[src/rtl/if_id_skid_pkg.sv]
// rtl/if_id_skid_pkg.sv - shared pipeline constants and slot state encoding for the IF/ID skid buffer
package if_id_skid_pkg;

    // Default payload widths shared by every pipeline register stage.
    localparam int DEF_ADDR_W = 32;
    localparam int DEF_INST_W = 32;
    localparam int DEF_SB_W   = 4;

    // Fill bit for a bubble payload: an all-zero instruction decodes as a NOP.
    localparam logic ZERO_FILL = 1'b0;

    // Number of held entries; the encoding doubles as the occupancy count.
    typedef enum logic [1:0] {
        ST_EMPTY = 2'd0,
        ST_ONE   = 2'd1,
        ST_FULL  = 2'd2
    } state_t;

endpackage

[src/rtl/pipe_slot.sv]
// rtl/pipe_slot.sv - single payload register with load and synchronous clear
module pipe_slot
    import if_id_skid_pkg::*;
#(
    parameter int W = DEF_ADDR_W + DEF_INST_W + DEF_SB_W
) (
    input  logic         clk,
    input  logic         rst,
    input  logic         load,
    input  logic         clear,
    input  logic [W-1:0] d,
    output logic [W-1:0] q
);

    // Clear wins over load so a redirect can never leave a stale entry behind.
    always_ff @(posedge clk or negedge rst) begin
        if (!rst) begin
            q <= {W{ZERO_FILL}};
        end else if (clear) begin
            q <= {W{ZERO_FILL}};
        end else if (load) begin
            q <= d;
        end
    end

endmodule

[src/rtl/if_id_skid.sv]
// rtl/if_id_skid.sv - two-entry IF/ID skid buffer with registered upstream ready
module if_id_skid
    import if_id_skid_pkg::*;
#(
    parameter int ADDR_W = DEF_ADDR_W,
    parameter int INST_W = DEF_INST_W,
    parameter int SB_W   = DEF_SB_W      // must be at least 1
) (
    input  logic              clk,
    input  logic              rst,
    input  logic              flush,
    input  logic              up_valid,
    output logic              up_ready,
    input  logic [ADDR_W-1:0] up_pc,
    input  logic [INST_W-1:0] up_inst,
    input  logic [SB_W-1:0]   up_sb,
    output logic              dn_valid,
    input  logic              dn_ready,
    output logic [ADDR_W-1:0] dn_pc,
    output logic [INST_W-1:0] dn_inst,
    output logic [SB_W-1:0]   dn_sb,
    output logic [1:0]        occupancy
);

    localparam int PAY_W = ADDR_W + INST_W + SB_W;

    state_t             state;
    state_t             state_nxt;
    logic               up_ready_q;
    logic               up_ready_nxt;
    logic               up_xfer;
    logic               dn_xfer;
    logic [PAY_W-1:0]   up_pay;
    logic [PAY_W-1:0]   main_q;
    logic [PAY_W-1:0]   skid_q;
    logic [PAY_W-1:0]   main_d;
    logic               main_load;
    logic               main_clr;
    logic               skid_load;
    logic               skid_clr;

    assign up_pay    = {up_pc, up_inst, up_sb};
    assign up_ready  = up_ready_q;
    assign up_xfer   = up_valid & up_ready_q;
    assign dn_valid  = (state != ST_EMPTY);
    assign dn_xfer   = dn_valid & dn_ready;
    assign occupancy = state;

    // MAIN is zeroed whenever the buffer empties, so dn_* reads as a NOP bubble then.
    assign {dn_pc, dn_inst, dn_sb} = main_q;

    // State and registered ready; ready depends only on the next state, never on dn_ready directly.
    always_ff @(posedge clk or negedge rst) begin
        if (!rst) begin
            state      <= ST_EMPTY;
            up_ready_q <= 1'b0;
        end else begin
            state      <= state_nxt;
            up_ready_q <= up_ready_nxt;
        end
    end

    // Next state and slot steering; flush overrides every transfer.
    always_comb begin
        state_nxt = state;
        main_d    = up_pay;
        main_load = 1'b0;
        main_clr  = 1'b0;
        skid_load = 1'b0;
        skid_clr  = 1'b0;

        if (flush) begin
            state_nxt = ST_EMPTY;
            main_clr  = 1'b1;
            skid_clr  = 1'b1;
        end else begin
            unique case (state)
                ST_EMPTY: begin
                    if (up_xfer) begin
                        main_load = 1'b1;
                        state_nxt = ST_ONE;
                    end
                end
                ST_ONE: begin
                    if (up_xfer && !dn_xfer) begin
                        skid_load = 1'b1;
                        state_nxt = ST_FULL;
                    end else if (up_xfer && dn_xfer) begin
                        main_load = 1'b1;
                    end else if (dn_xfer) begin
                        main_clr  = 1'b1;
                        state_nxt = ST_EMPTY;
                    end
                end
                ST_FULL: begin
                    // up_ready is low here, so only the drain side can move.
                    if (dn_xfer) begin
                        main_d    = skid_q;
                        main_load = 1'b1;
                        skid_clr  = 1'b1;
                        state_nxt = ST_ONE;
                    end
                end
                default: begin
                    state_nxt = ST_EMPTY;
                    main_clr  = 1'b1;
                    skid_clr  = 1'b1;
                end
            endcase
        end

        up_ready_nxt = (state_nxt != ST_FULL);
    end

    pipe_slot #(.W(PAY_W)) u_main (
        .clk   (clk),
        .rst   (rst),
        .load  (main_load),
        .clear (main_clr),
        .d     (main_d),
        .q     (main_q)
    );

    pipe_slot #(.W(PAY_W)) u_skid (
        .clk   (clk),
        .rst   (rst),
        .load  (skid_load),
        .clear (skid_clr),
        .d     (up_pay),
        .q     (skid_q)
    );

endmodule

[config.mk]
export PLATFORM = sky130hd
export DESIGN_NAME = if_id_skid
export DESIGN_NICKNAME = d
export VERILOG_FILES = /design/src/rtl/if_id_skid_pkg.sv /design/src/rtl/pipe_slot.sv /design/src/rtl/if_id_skid.sv
export SDC_FILE = /design/constraint.sdc
export NUM_CORES = 1
export LEC_CHECK = 0
export ABC_AREA = 1
export CELL_PAD_IN_SITES_DETAIL_PLACEMENT = 1
export CELL_PAD_IN_SITES_GLOBAL_PLACEMENT = 1
export CORE_ASPECT_RATIO = 1.1
export CORE_UTILIZATION = 29
export DETAILED_ROUTE_END_ITERATION = 8
export PLACE_DENSITY_LB_ADDON = 0.1
export SYNTH_ARGS = -nofsm -noshare
export SYNTH_HDL_FRONTEND = slang
export SYNTH_HIERARCHICAL = 1
export SYNTH_SLANG_ARGS = --single-unit
[constraint.sdc]
create_clock -name clk -period 1.9 [get_ports clk]
set_clock_uncertainty 0.15 [all_clocks]
set_input_delay 0.19 -clock clk [delete_from_list [all_inputs] [get_ports clk]]
set_output_delay 0.19 -clock clk [all_outputs]
set_load 0.03 [all_outputs]
==> impl_metrics.ini, run 1 <==
[routing]
viasPerCell = 4.70
wl_mm = 21.2
wl_per_cell_um = 16.3
drc = 0
vias = 6099
ant_nets = 0
drt_iter0_markers = 259
dr.pass1.iters = 6

[cells_and_area]
n_antenna_cell = 0
n_fill_cell = 2639
syn_to_final_growth_pct = 41.3
nNetsFinal = 1063
drive_above_1_share_pct = 8.97
instances_no_fill = 1298

[timing]
setup_violations = 0
period_share_pct = 98.0
worst_slew_pin_slew_ps = 409
report.final.slew_viol_count = 0
slew_headroom_pct = 72.7
finalCriticalPeriod_ps = 1860
grt_setup_unrepaired = false
setup_ws_ps = 38.1
fmax_ghz = 0.537
hold_violations = 0
final.setup.tns_ps = 0

[global_route]
first_global_vias = 6276
antenna_found_initial = 0
overflow = 0
grt_pass1_wl_mm = 35.1
grt_usage_pct = 19.2
grt_max_degree = 43

[clocking]
cts_buffers = 17
cts_tree = built
post_cts_buffers = 0
clk_path_buf_depth = 2
cts-root-buf = clkbuf_16
clock_latency_ps = 420
cts.sinks = 139
htreeDepth = 4
clkTransAtPathRegs_ps = 60

[power_and_ir_drop]
ir_drop_mv = 0.641
p_per_area_mw_per_mm2 = 841
power_uw = 7800
p_leak_uw = 0.00485

[outcome]
status = complete, no violations

[placed_design]
gp_congestion = 0.717
io_buffers = 144
dp_cells = 1265
dp_hpwl_mm = 13.8
place_worst_setup_slack_ps = -113

[yosys]
synth.area.top_cells = dfrtp_1, nand2_1, nand3_1
ys.flop_type = dfrtp_1
yosysMostFrequentCell = nand2_1
async_reset_ff_share_pct = 100
yosys_warnings = 6
yosysSeqAreaShare_pct = 53.0
synthTopCellsByCount = nand2_1, nand3_1, dfrtp_1
synth_cell_type_count = 19
syn_nets = 922
postSynthAreaPerCell_sq_um = 7.73
synth_edf_count = 0
yosys.area.top_type = dfrtp_1
netlist_area_sq_mm = 0.00657
netlist_instances = 849
ys_ff_latch = 139
yosysTopAreaCellShare_pct = 53.0

[die]
die_height_um = 160
io_pins = 145
num_rows = 57
dieArea_sq_mm = 0.0232
start_util_pct = 29.6
fp.dieW_um = 145
core-area_sq_mm = 0.0222

[setup_path]
critPathArrivalTime_ps = 1520
worstPathRequired_ps = 1560
cp_max_fo = 2
start_kind = flip-flop
endpoint_kind = output pin
path_cells = clkdlybuf4s50_1
slowest_delay_ps = 750
regToRegSetupSlack_ps = 110
critPathKind = flip-flop to output pin
slowest_stage = clkdlybuf4s50_1
critPathTopFamily = buffers and inverters
path_buf_inv = 1

[worst_hold_path]
hp-class = input port to async pin

[job]
maxCapViolations = 0
==> sequential cells by signal, indices dropped and copies added, names as in the netlist <==
signal,flops
up_ready,1
u_skid/q,68
occupancy,2
u_main/q,68
==> worst paths after layout <==
kind	startpoint	end	depth (start not counted)
hold / removal	rst	u_main/q[62]	2
hold reg to reg	u_main/q[63]	u_main/q[63]	2
setup reg to reg	occupancy[1]	u_main/q[28]	8
min in group clk	up_inst[18]	u_skid/q[22]	3
setup / recovery	u_main/q[4]	dn_inst[0]	1
max in group asynchronous	rst	u_main/q[12]	3
==> what timing repair did <==
item | 4_1_cts | 5_1_grt
endpoints found under the setup margin | 3 | 9
pin swaps | 0 | 0
resized for setup | 3 | 2
hold buffers | 1 | 0
hold endpoints to repair | 139 | 0
==> stage by stage <==
step / hold WS [ps] / util [%] / area, sq um
5_1_grt: 125 / 41.8 / 9280
2_1_floorplan: -256 / - / 6580
4_1_cts: 94.8 / 41.8 / 9270
3_3_place_gp: -27.1 / 38.9 / 8640
3_5_place_dp: -26.9 / 38.9 / 8640
6_report: 102 / 41.8 / 9280
==> routing by layer <==
metal	global-route usage, %	vias up	wire length (um)
li1	-	3003	-
met2	30.8	114	9670
met3	4.11	18	878
met4	5.74	0	252
met5	0	-	0
met1	26.1	2964	10400
==> final cells by class <==
cell class	instances	area (sq um)	share of cell area, %
multi-input cells	636	2700	29.1
clock buffers	17	425	4.59
well taps	295	369	3.98
clock inverters	15	200	2.16
repair buffers	187	2070	22.3
flip-flops and latches	139	3480	37.5
inverters	9	33.8	0.364
==> power by group <==
| group | switching (uW) | internal (uW) | leakage, uW |
|---|---|---|---|
| logic | 675 | 468 | 0.00263 |
| registers | 59.1 | 3060 | 0.00191 |
| clock network | 1350 | 2200 | 0.000307 |
==> cell usage in the layout, fill, tap and decap left out, drive strengths merged <==
cell,count
nand4,1
o21ai,1
dlymetal6s2s,1
o211ai,1
nor3,2
nand3,204
clkdlybuf4s50,139
clkinv,10
bufinv,4
nand2,419
buf,43
dfrtp,139
inv,9
dlygate4sd2,3
a21oi,2
o31ai,1
clkinvlp,1
clkbuf,17
dlygate4sd3,1
nor2,5
==> cell families after synthesis <==
family / Yosys count / share of synthesized area [%]
AND/OR/NAND/NOR: 631 / 40.4
buffers and inverters: 74 / 6.17
flip-flops: 139 / 53.0
AO/OA/AOI/OAI: 5 / 0.457
(Power assumes the default switching activity.)
==> run 2, diff against run 1 <==
--- a/config.mk
+++ b/config.mk
@@ -12,6 +12,7 @@
 export CORE_UTILIZATION = 29
 export DETAILED_ROUTE_END_ITERATION = 8
 export PLACE_DENSITY_LB_ADDON = 0.1
+export SLEW_MARGIN = 10
 export SYNTH_ARGS = -nofsm -noshare
 export SYNTH_HDL_FRONTEND = slang
 export SYNTH_HIERARCHICAL = 1
==> results of run 2 <==
Final layout, timing and power as in run 1 (identical DEF).
